===== config.mk =====
export PLATFORM = sky130hd
export DESIGN_NAME = rvfi_dii_seq
export DESIGN_NICKNAME = d
export VERILOG_FILES = /design/src/rtl/rvfi_dii_seq.sv
export SDC_FILE = /design/constraint.sdc
export NUM_CORES = 1
export LEC_CHECK = 0
export CAP_MARGIN = 20
export CORE_MARGIN = 5
export CORE_UTILIZATION = 61
export DETAILED_ROUTE_END_ITERATION = 10
export PLACE_DENSITY = 0.84
export SETUP_SLACK_MARGIN = 0.15
export SLEW_MARGIN = 20
export SYNTH_ARGS = -nofsm -noshare
export SYNTH_HDL_FRONTEND = slang
export SYNTH_SLANG_ARGS = --single-unit

===== constraint.sdc =====
create_clock -name clk -period 4.75 [get_ports clk]
set_input_delay 0.95 -clock clk [delete_from_list [all_inputs] [get_ports clk]]
set_output_delay 0.95 -clock clk [all_outputs]
set_load 0.02 [all_outputs]

===== src/rtl/rvfi_dii_seq.sv =====
// rvfi_dii_seq: sequences DII commands into a core one at a time and emits RVFI-style execution packets.
module rvfi_dii_seq #(
  parameter int FIFO_DEPTH = 4,
  parameter int RST_CYCLES = 4
) (
  input  logic        clk,
  input  logic        rst_n,
  input  logic        cmd_valid,
  output logic        cmd_ready,
  input  logic        cmd_type,
  input  logic [31:0] cmd_instr,
  output logic        core_instr_valid,
  output logic [31:0] core_instr,
  input  logic        core_instr_ready,
  input  logic        retire_valid,
  input  logic        retire_trap,
  input  logic        retire_intr,
  output logic        core_rst_n,
  output logic        pkt_valid,
  input  logic        pkt_ready,
  output logic [63:0] pkt_order,
  output logic        pkt_trap,
  output logic        pkt_halt,
  output logic        seq_err
);
  localparam int AW = $clog2(FIFO_DEPTH);
  localparam int CW = $clog2(RST_CYCLES + 1);
  localparam logic [2:0] IDLE = 3'd0, ISSUE = 3'd1, WAIT_RET = 3'd2, CORE_RST = 3'd3, HALT_PKT = 3'd4;
  logic [2:0] state;
  logic [32:0] mem [FIFO_DEPTH];
  logic [AW:0] wp, rp;
  logic [CW-1:0] cnt;
  logic [63:0] order;
  logic full, empty, push, pop, start, eot;
  assign empty = wp == rp;
  assign full = (wp[AW] != rp[AW]) && (wp[AW-1:0] == rp[AW-1:0]);
  assign cmd_ready = rst_n && !full;
  assign push = cmd_valid && cmd_ready;
  assign eot = mem[rp[AW-1:0]][32];
  assign start = state == IDLE && !empty && !pkt_valid;
  // end-of-trace is consumed on entry to CORE_RST, instructions on the core handshake
  assign pop = (start && eot) || (state == ISSUE && core_instr_ready);
  assign core_instr_valid = rst_n && state == ISSUE;
  assign core_instr = core_instr_valid ? mem[rp[AW-1:0]][31:0] : '0;
  assign core_rst_n = rst_n && state != CORE_RST;
  always_ff @(posedge clk)
    if (push) mem[wp[AW-1:0]] <= {cmd_type, cmd_instr};
  always_ff @(posedge clk) begin
    if (!rst_n) begin
      state <= IDLE;
      wp <= '0;
      rp <= '0;
      order <= '0;
      cnt <= '0;
      pkt_valid <= 1'b0;
      pkt_order <= '0;
      pkt_trap <= 1'b0;
      pkt_halt <= 1'b0;
      seq_err <= 1'b0;
    end else begin
      if (push) wp <= wp + 1'b1;
      if (pop) rp <= rp + 1'b1;
      if (pkt_valid && pkt_ready) pkt_valid <= 1'b0;
      if ((retire_valid && state != WAIT_RET) || (core_instr_ready && state == CORE_RST)) seq_err <= 1'b1;
      case (state)
        IDLE: if (start) begin
          state <= eot ? CORE_RST : ISSUE;
          cnt <= CW'(RST_CYCLES - 1);
        end
        ISSUE: if (core_instr_ready) state <= WAIT_RET;
        WAIT_RET: if (retire_valid) begin
          state <= IDLE;
          pkt_valid <= 1'b1;
          pkt_trap <= retire_trap | retire_intr;
          pkt_halt <= 1'b0;
          pkt_order <= (retire_trap | retire_intr) ? order : order + 64'd1;
          if (!(retire_trap | retire_intr)) order <= order + 64'd1;
        end
        CORE_RST: begin
          order <= '0;
          if (cnt == '0) begin
            state <= HALT_PKT;
            pkt_valid <= 1'b1;
            pkt_halt <= 1'b1;
            pkt_trap <= 1'b0;
            pkt_order <= '0;
          end else cnt <= cnt - 1'b1;
        end
        HALT_PKT: if (pkt_ready) state <= IDLE;
        default: state <= IDLE;
      endcase
    end
  end
endmodule


# After elaboration in Yosys (flattened, before gate mapping)
# Memory sizes are Yosys's and may differ from the RTL's. A register that Yosys moved wholly into a read port is not among the register bits.
# Cells that the tools add are included.
dict set report totals {
  ff_bits 144
  ram_bits 132
  in_bits 41
  memories 1
}
dict set report op_classes {
  addsub 4
  eq_ne 15
  mux 30
  n_bitwise 1
  reduce_logical 25
}
# name depth word_bits read_ports rd_clocked_by_memory_dff wr line
set memory_table {}
lappend memory_table {mem 4 33 1 1 1 30} ;# logic [32:0] mem [FIFO_DEPTH];
# op n
set ops {}
lappend ops {{$pmux W64 S2} 2}
lappend ops {{$mux W64} 3}
lappend ops {{$add A64 B1 Y64 const B} 1}
lappend ops {{$mux W32} 1}
lappend ops {{$mux W3} 7}
lappend ops {{$pmux W3 S5} 1}
lappend ops {{$logic_and A1 B1 Y1} 12}
lappend ops {{$ne A2 B2 Y1 const B} 5}
lappend ops {{$mux W1} 9}
lappend ops {{$add A3 B1 Y3 const B} 2}
lappend ops {{$eq A3 B2 Y1 const B} 2}
lappend ops {{$logic_not A3 Y1} 2}
lappend ops {{$mux W2} 3}
lappend ops {{$ne A3 B2 Y1 const B} 2}
lappend ops {{$pmux W1 S2} 3}
lappend ops {{$pmux W3 S2} 1}
lappend ops {{$reduce_and A3 Y1} 2}
lappend ops {{$reduce_and A5 Y1} 1}
lappend ops {{$reduce_bool A2 Y1} 2}
lappend ops {{$eq A3 B1 Y1 const B} 1}
lappend ops {{$eq A3 B3 Y1} 1}
lappend ops {{$eq A3 B3 Y1 const B} 1}
lappend ops {{$logic_not A1 Y1} 3}
lappend ops {{$sub A3 B1 Y3 const B} 1}
lappend ops {{6 further kinds} 7}

# Logic depth before layout (Yosys ltp)
# Gate-level depths: netlist (run 1).
dict set report logic_depth {
  ltp_word 8
  depth_mapped 10
  ltp_nobuf 8
}

# Worst setup path before layout (run 1)
# OpenSTA, ideal clock, no wires.
dict set report synth_timing {
  kind {flip-flop to output port}
  from {reg with a tool-made name}
  to {out core_instr[10]}
  t_arrival_ns 1.910
  setup_slack_ns 1.890
  path_stages_with_launch 5
  cell_sequence {dfxtp_1 -> clkbuf_1 -> buf_1 -> mux4_2 -> and3_1}
}
# item line
set synth_lines {}
lappend synth_lines {{end, declared} 13} ;# output logic [31:0] core_instr,

==> impl_summary.md, run 1 <==
Logic synthesis
The instance count of the mapped netlist is between 1,000 and 1,500. After synthesis, the share of flip-flops with an asynchronous set or reset is 0. The cell type with the largest total area after synthesis is sky130_fd_sc_hd__edfxtp_1.

The commonest cells after synthesis are sky130_fd_sc_hd__dfxtp_1, sky130_fd_sc_hd__nand2_1, sky130_fd_sc_hd__edfxtp_1. Counting every net in the synthesized netlist gives between 1,000 and 1,500. The most numerous cell in the Yosys netlist is sky130_fd_sc_hd__dfxtp_1. The post-synthesis cell type count is 64.

The Yosys step of the flow raised 0 warnings. The sequential-to-total area share from yosys stat is 0.5518. After synthesis, the cell types taking the most area are sky130_fd_sc_hd__edfxtp_1, sky130_fd_sc_hd__dfxtp_1, sky130_fd_sc_hd__mux4_2. Summing every instance area after synthesis gives roughly 0.012 mm^2. A synthesized cell averages about 11 um^2. The register bit count reported by yosys is roughly 280.

The commonest register cell after synthesis is sky130_fd_sc_hd__dfxtp_1. The share of synthesized area in the top cell type comes to 0.3176. Yosys mapped a number of flops with a built-in enable equal to 132.

Floorplanning
The starting density of the core is 0.6188. The area of the core region is ~0.020 mm^2. The row count is between 50 and 60. For this design the top-level I/O count stands at ~140.

The die covers about 0.023 mm^2. The die extent in y is 153.0 um. The horizontal die dimension is approximately 150 um.

Clock network
The TritonCTS clock tree is done. Hold repair after CTS inserted 0 buffers. No sink is reached through more buffers than the 3 on the longest clock path. In this run the clock root is driven by a sky130_fd_sc_hd__clkbuf_16.

For this design, the sink count on the clock tree is about 280. The clock latency on the worst-skew pair is approximately 0.56 ns. Buffers added to address setup during post-CTS repair amount to 0. The clock-pin slew reported for the worst setup and hold paths after clock tree synthesis is 0.06 ns. After clock tree synthesis, the repair step resized 0 gates.

The TritonCTS buffer count is 28. The level count of the clock H-tree is 1.

Power and ir drop
The sum of internal, switching and leakage power is about 6.3 mW. Power spread over the standard cell area amounts to roughly 420 mW/mm^2. The peak supply drop is roughly 0.42 mV.

The analysis attributes to cell leakage a power of around 5.1 nW.

Place
The half-perimeter wire length after placement is 20,260 um. Routability-driven placement finished with a final weighted congestion of a little over 0.9. Summing all placed instances gives a cell area of 0.01409 mm^2. Buffers placed on the I/O ports in this run total around 140.

Setup path
STA classifies the critical path endpoint as an output port. The largest single stage delay on the critical path is a little over 0.7 ns. The required time of the critical path is about 3.8 ns. The critical path is of the reg -> out type. The sum of buffers and inverters on the critical path is 2. The slowest stage of the critical path belongs to the cell sky130_fd_sc_hd__dfxtp_2. The cell family contributing the most delay on the critical path is buffers and inverters. Walking the worst path, the cells encountered are buf_4 -> mux4_2 -> and3_1 -> clkdlybuf4s50_1. At the worst endpoint, the arrival time is 2.97 ns. In this run the worst path has a maximum fanout of 17.

The kind of launch point of the worst setup path is a register.

Timing
The setup TNS is 0 ns. The minimum period implied by the final worst setup slack is 3.924 ns. For the final database, setup skew stands at ~0.021 ns.

The max-slew violation count is 0. The number of endpoints with negative hold slack in the final report is 0. Timing would allow up to approximately 250 MHz.

Setup violations remaining at the end of the flow were counted as 0. The share of the clock period used by the worst path after layout is 0.8260. Setup repair after global routing left no endpoint under its margin.

Headroom to the max-slew limit came out at 0.4355. The worst-margin pin slew is 0.8410 ns.

GRT
The via count of the first global-routing pass is ~9,400. Global routing finished with a remaining overflow of 0. The first global-routing pass estimated around 51,000 um of wire. The pin count of the biggest net entering global routing is between 70 and 80. In the global route stage, overall resource usage came out at 0.2668.

The number of antenna violations at the first check in global routing was 0.

Drt
The detail route stage leaves a number of antenna-violating nets equal to 0. The total wire length after detailed routing is 31,880 um. Across all layers, the routed design uses just under 10,000 vias. The pre-antenna-repair detailed-routing pass consisted of 5 iterations. In the routed design, unresolved DRC markers number 0. In this run, the number of DRC markers left after iteration 0 of detailed routing was just under 1,000. In the final routed layout, each cell accounts on average for approximately 20 um.

Dividing the detail-routed via count by the number of cells gives between 6 and 7.

Finish
The count of fill cells added during filler insertion is 1,362. Compared with the post-synthesis result, the final layout area differs by 21.44%. The final layout contains between 1,000 and 1,500 nets. The fraction of final layout cells with drive strength greater than 1 is 0.09713. The antenna cell count is 0. With fillers left out, the area of the finished cells amounts to roughly 0.015 mm^2.

Run status
The run finished with clean final reports.

Run
Across the run, the number of max-cap violations was 0.

Worst hold path
The worst hold path belongs to the class reg -> reg.
[cell usage in the layout (no fill, tap or decap), types with 24 or more instances in the layout]
| cell type | n |
|---|---|
| sky130_fd_sc_hd__mux4_2 | 33 |
| sky130_fd_sc_hd__clkbuf_16 | 28 |
| sky130_fd_sc_hd__dfxtp_1 | 145 |
| sky130_fd_sc_hd__nand3_1 | 34 |
| sky130_fd_sc_hd__a21oi_1 | 58 |
| sky130_fd_sc_hd__xor2_1 | 39 |
| sky130_fd_sc_hd__and3_1 | 51 |
| sky130_fd_sc_hd__nand2_1 | 134 |
| sky130_fd_sc_hd__edfxtp_1 | 132 |
| sky130_fd_sc_hd__nor3_1 | 25 |
| sky130_fd_sc_hd__o21ai_0 | 82 |
| sky130_fd_sc_hd__clkdlybuf4s50_1 | 143 |
| sky130_fd_sc_hd__a31oi_1 | 24 |
| sky130_fd_sc_hd__xnor2_1 | 30 |
| sky130_fd_sc_hd__nor2_1 | 77 |
[logic make-up (layout without fill, tap and decap cells)]
kind of cell,Yosys count,after routing,synth area share
compound gates,229,229,0.1096
mux,43,43,0.06807
flops,278,278,0.5518
xor+xnor,69,69,0.04842
buf+inv,93,226,0.02977
simple gates,434,434,0.1844
fa+ha+maj,8,8,0.008020
[state kept, by name, indices dropped and copies added (netlist names), named ones only]
register and cells:
pkt_halt 1, order 64, pkt_valid 1, mem 132, pkt_order 64, pkt_trap 1, rp 3, wp 3
state 3, cnt 3, seq_err 1
[per-stage QoR]
stage | std cells | hold WS, ns | setup slack, ns | utilization
after global routing | 1557 | 0.4680 | 0.6309 | 0.7515
final | 1557 | 0.4421 | 0.8265 | 0.7515
after global placement | 1506 | 0.4317 | 1.005 | 0.6984
after detailed placement | 1506 | 0.4390 | 0.9337 | 0.6986
after floorplan | 1154 | 0.4430 | 1.890 | -
after CTS | 1557 | 0.4470 | 0.7365 | 0.7515
[power breakdown]
part / internal [mW] / switching (mW) / leakage [nW]
combinational: 0.424 / 0.678 / 2.23
sequential: 2.60 / 0.110 / 2.38
clock: 1.56 / 0.945 / 0.509
[worst register-to-register path, delay by kind of cell (launching register included)]
family,cells,cell delay [ns]
buffers and inverters,1,0.29
AOI/OAI and AO/OA,1,0.16
and+or+nand+nor,5,1.70
DFF,1,0.45
adders and majority gates,1,0.18
[layout make-up]
cell class / instances / area (um^2) / share of cell area
Multi-Input combinational cell: 783 / 5230 / 0.3451
Sequential cell: 278 / 6888 / 0.4544
Tap cell: 270 / 337.8 / 0.02229
Clock inverter: 18 / 326.6 / 0.02155
Clock buffer: 33 / 739.5 / 0.04879
Inverter: 13 / 48.80 / 0.003219
Timing Repair Buffer: 162 / 1587 / 0.1047
[layer usage]
layer	vias to the layer above	share of wire	wire, um	GRT usage
met5	-	0	0	0
met4	0	0.033	1043	0.09631
met3	78	0.075	2399	0.04750
met2	428	0.51	16340	0.4652
met1	4616	0.38	12100	0.3350
li1	4495	-	-	-
[worst paths after layout]
| path | start | to | slack, ns | depth (start not counted) |
|---|---|---|---|---|
| max | register | core_instr[26] | 0.83 | 4 |
| min | pkt_order[39]$_SDFFE_PN0P_ | pkt_order[39]$_SDFFE_PN0P_ | 0.44 | 2 |
| max reg2reg | order[0]$_SDFFE_PN0P_ | order[36]$_SDFFE_PN0P_ | 1.89 | 8 |
| min reg2reg | pkt_order[39]$_SDFFE_PN0P_ | pkt_order[39]$_SDFFE_PN0P_ | 0.44 | 2 |
(Power assumes the default switching activity.)
==> run 2, diff against run 1 <==
--- a/config.mk
+++ b/config.mk
@@ -7,9 +7,9 @@
 export LEC_CHECK = 0
 export CAP_MARGIN = 20
 export CORE_MARGIN = 5
-export CORE_UTILIZATION = 61
+export CORE_UTILIZATION = 51
 export DETAILED_ROUTE_END_ITERATION = 10
-export PLACE_DENSITY = 0.84
+export PLACE_DENSITY = 0.75
 export SETUP_SLACK_MARGIN = 0.15
 export SLEW_MARGIN = 20
 export SYNTH_ARGS = -nofsm -noshare
==> constraint.sdc (replaced) <==
create_clock -name clk -period 3.4 [get_ports clk]
set_input_delay 0.68 -clock clk [delete_from_list [all_inputs] [get_ports clk]]
set_output_delay 0.68 -clock clk [all_outputs]
set_load 0.02 [all_outputs]
==> impl_summary.md, run 2 (same netlist as run 1, synthesis figures left out) <==
Drt
The count of vias placed by the detailed router is 9,480 (was 9,617). The total wire length after detailed routing is 31,740 um (was 31,880 um). The detailed-route wire length per cell is 19.33 um (was 20.48 um). The number of vias per cell was 5.773 (was 6.177).

The count of antenna-violating nets left after detailed routing was 0 (unchanged). The residual DRC count is 0 (unchanged). The length of the first detailed-routing pass in iterations came to 7 (was 5). The initial DRC count is 824 (was 965).

Setup path
Crit path cell chain: buf_12 -> mux4_2 -> and3_1 -> clkdlybuf4s50_1 (was buf_4 -> mux4_2 -> and3_1 -> clkdlybuf4s50_1). The required time of the critical path is 2.72 ns (was 3.80 ns). The critical path data arrival time is 2.44 ns (was 2.97 ns). The start-to-end type of the worst setup path is reg -> out (unchanged). The peak per-stage delay on the critical path is 0.55 ns (was 0.72 ns). The nature of the critical path endpoint was an output port (unchanged). The kind of launch point of the worst setup path is a register (unchanged). The standard cell with the maximum stage delay on the critical path is sky130_fd_sc_hd__clkdlybuf4s50_1 (was sky130_fd_sc_hd__dfxtp_2).

The largest fanout on the critical path came to 14 (was 17).

Timing
RSZ-0062 raised after global routing: false (unchanged). Derived from the worst setup path, the maximum achievable clock frequency is approximately 320 MHz. The worst-margin pin slew is 0.8727 ns (was 0.8410 ns). The setup TNS is 0 ns (unchanged). The share of the clock period used by the worst path after layout is 0.9165. The remaining max-slew budget at the tightest pin came to 0.4182 (was 0.4355). The worst clock skew came to 0.02584 ns (was 0.02088 ns). The minimum period implied by the final worst setup slack is 3.116 ns. The max-slew violation count is 0 (unchanged). The number of endpoints with negative hold slack in the final report came to 0 (unchanged). The number of setup violations in the final report is 0 (unchanged).

Floorplanning
The row count came to 57 (was 52). The total I/O pin count is 144 (unchanged). The area of the core region is 0.02418 mm^2 (was 0.02017 mm^2). The die extent in y is 166.4 um (was 153.0 um). The starting density of the core was 0.5162 (was 0.6188). The horizontal die dimension was 166.4 um (was 153.0 um). The total die area came to 0.02770 mm^2 (was 0.02342 mm^2).

Power and ir drop
The share of total power in combinational logic is 0.192 (was 0.175). The ratio of total power to cell area is 547.3 mW/mm^2 (was 416.5 mW/mm^2). The static leakage came to 5.376 nW (was 5.120 nW). The net switching component of the power is 2.432 mW (was 1.733 mW).

The internal power component was 5.958 mW (was 4.579 mW). The peak supply drop is 0.6059 mV (was 0.4229 mV). The part of the total power dissipated in sequential elements was 0.449 (was 0.429). The share of total power in the clock network is 0.359 (was 0.396). The switching power share of the total is 0.2898 (was 0.2746).

Finish
The final net count came to 1,346 (was 1,315). The count of non-filler cells in the finished layout was 1,642 (was 1,557). The antenna cell count came to 0 (unchanged). The final core utilization is 0.6341 (was 0.7515).

The final instance area was 0.01533 mm^2 (was 0.01516 mm^2). The flip-flop count of the largest register after layout is 132 (unchanged). The fraction of final layout cells with drive strength greater than 1 is 0.1168 (was 0.09713). The most common library cell in the layout ignoring fill and taps was sky130_fd_sc_hd__dfxtp_1 (unchanged). The area growth from synthesis to layout is 22.83% (was 21.44%).

Top library cells by usage in the layout, fill and taps aside: sky130_fd_sc_hd__dfxtp_1, sky130_fd_sc_hd__nand2_1, sky130_fd_sc_hd__edfxtp_1 (was sky130_fd_sc_hd__dfxtp_1, sky130_fd_sc_hd__clkdlybuf4s50_1, sky130_fd_sc_hd__nand2_1). The count of fill cells added during filler insertion is 1,897 (was 1,362).

GRT
The pin count of the biggest net entering global routing is 76 (unchanged). The total congestion overflow is 0 (unchanged). The number of antenna violations at the first check in global routing is 0 (unchanged).

The via count of the first global-routing pass is 9,114 (was 9,370). The global-route wire length before repair is 50,120 um (was 50,980 um). The overall fraction of global-route tracks in use is 0.2207 (was 0.2668).

Clock network
The TritonCTS buffer count is 29 (was 28). The clock tree buffer depth is 3 (unchanged). The total of hold buffers inserted after clock tree synthesis is 0 (unchanged). The level count of the clock H-tree is 1 (unchanged).

The clock latency on the worst-skew pair is 0.56 ns (about the same). The clock-pin slew reported for the worst setup and hold paths after clock tree synthesis is 0.06 ns (about the same). The total number of clock tree sinks came to 278 (unchanged). The TritonCTS clock tree is done (unchanged).

The buffer type at the clock tree root is sky130_fd_sc_hd__clkbuf_16 (unchanged).

Place
The half-perimeter wire length after placement is 21,170 um (was 20,260 um). The cell count after placement came to 1,587 (was 1,506). The weighted congestion reported at the end of routability-driven placement is 0.9395 (was 0.9195). The port buffer count is 143 (unchanged). The placed instance area is 0.01438 mm^2 (was 0.01409 mm^2).

Run status
Outcome: complete, no violations (unchanged).

Run
The max-capacitance violation count is 0 (unchanged).

Worst hold path
The class of the tightest hold or removal check is reg -> reg (unchanged).
[run 2: critical path: cells and delay by family, from the launching register on]
family                 cells  cell delay [ns]
DFF                        1             0.40
buffers and inverters      2             0.74
and+or+nand+nor            1             0.20
muxes                      1             0.54
[run 2: final timing paths]
check | start | endpoint | slack (ns) | cells after the start
hold / removal | pkt_order[34]$_SDFFE_PN0P_ | pkt_order[34]$_SDFFE_PN0P_ | 0.45 | 2
setup / recovery | register | core_instr[9] | 0.28 | 4
setup reg to reg | order[12]$_SDFFE_PN0P_ | order[48]$_SDFFE_PN0P_ | 0.74 | 7
hold reg to reg | pkt_order[34]$_SDFFE_PN0P_ | pkt_order[34]$_SDFFE_PN0P_ | 0.45 | 2
[run 2: layout make-up]
class,count,area [um^2],area share
Sequential cell,278,6890,0.4495
Multi-Input combinational cell,783,5225,0.3408
Timing Repair Buffer,192,1856,0.1210
Clock buffer,31,753.2,0.04913
Tap cell,324,405.4,0.02644
Clock inverter,21,151.4,0.009876
Inverter,13,48.80,0.003183
[run 2: per-stage QoR]
step                      power, mW  setup WS (ns)  hold WS, ns
after floorplan               4.814         0.8099       0.4430
after global placement        5.389         0.1478       0.4334
after detailed placement      5.427        0.08860       0.4409
after CTS                     8.442         0.1831       0.4566
after global routing          8.754         0.1659       0.4687
final                         8.389         0.2839       0.4485
[run 2: what timing repair did]
action | in CTS | in global routing
setup buffers | 0 | 2
gates cloned | 1 | 0
setup endpoints to repair | 33 | 10
gates resized for setup | 16 | 5
[run 2: per-layer routing]
layer | wire length, um | global-route usage
met2 | 15700 | 0.3834
met1 | 12860 | 0.2837
met3 | 2238 | 0.03863
met5 | 0 | 0
met4 | 941 | 0.06795
[run 2: power groups by stage]
stage	combinational, mW	clock, mW	sequential [mW]
finish	1.61	3.01	3.77
global route	1.75	3.22	3.79
CTS	1.61	3.06	3.77
detailed placement	1.59	0	3.84
global placement	1.56	0	3.83
floorplan	1.04	0	3.78
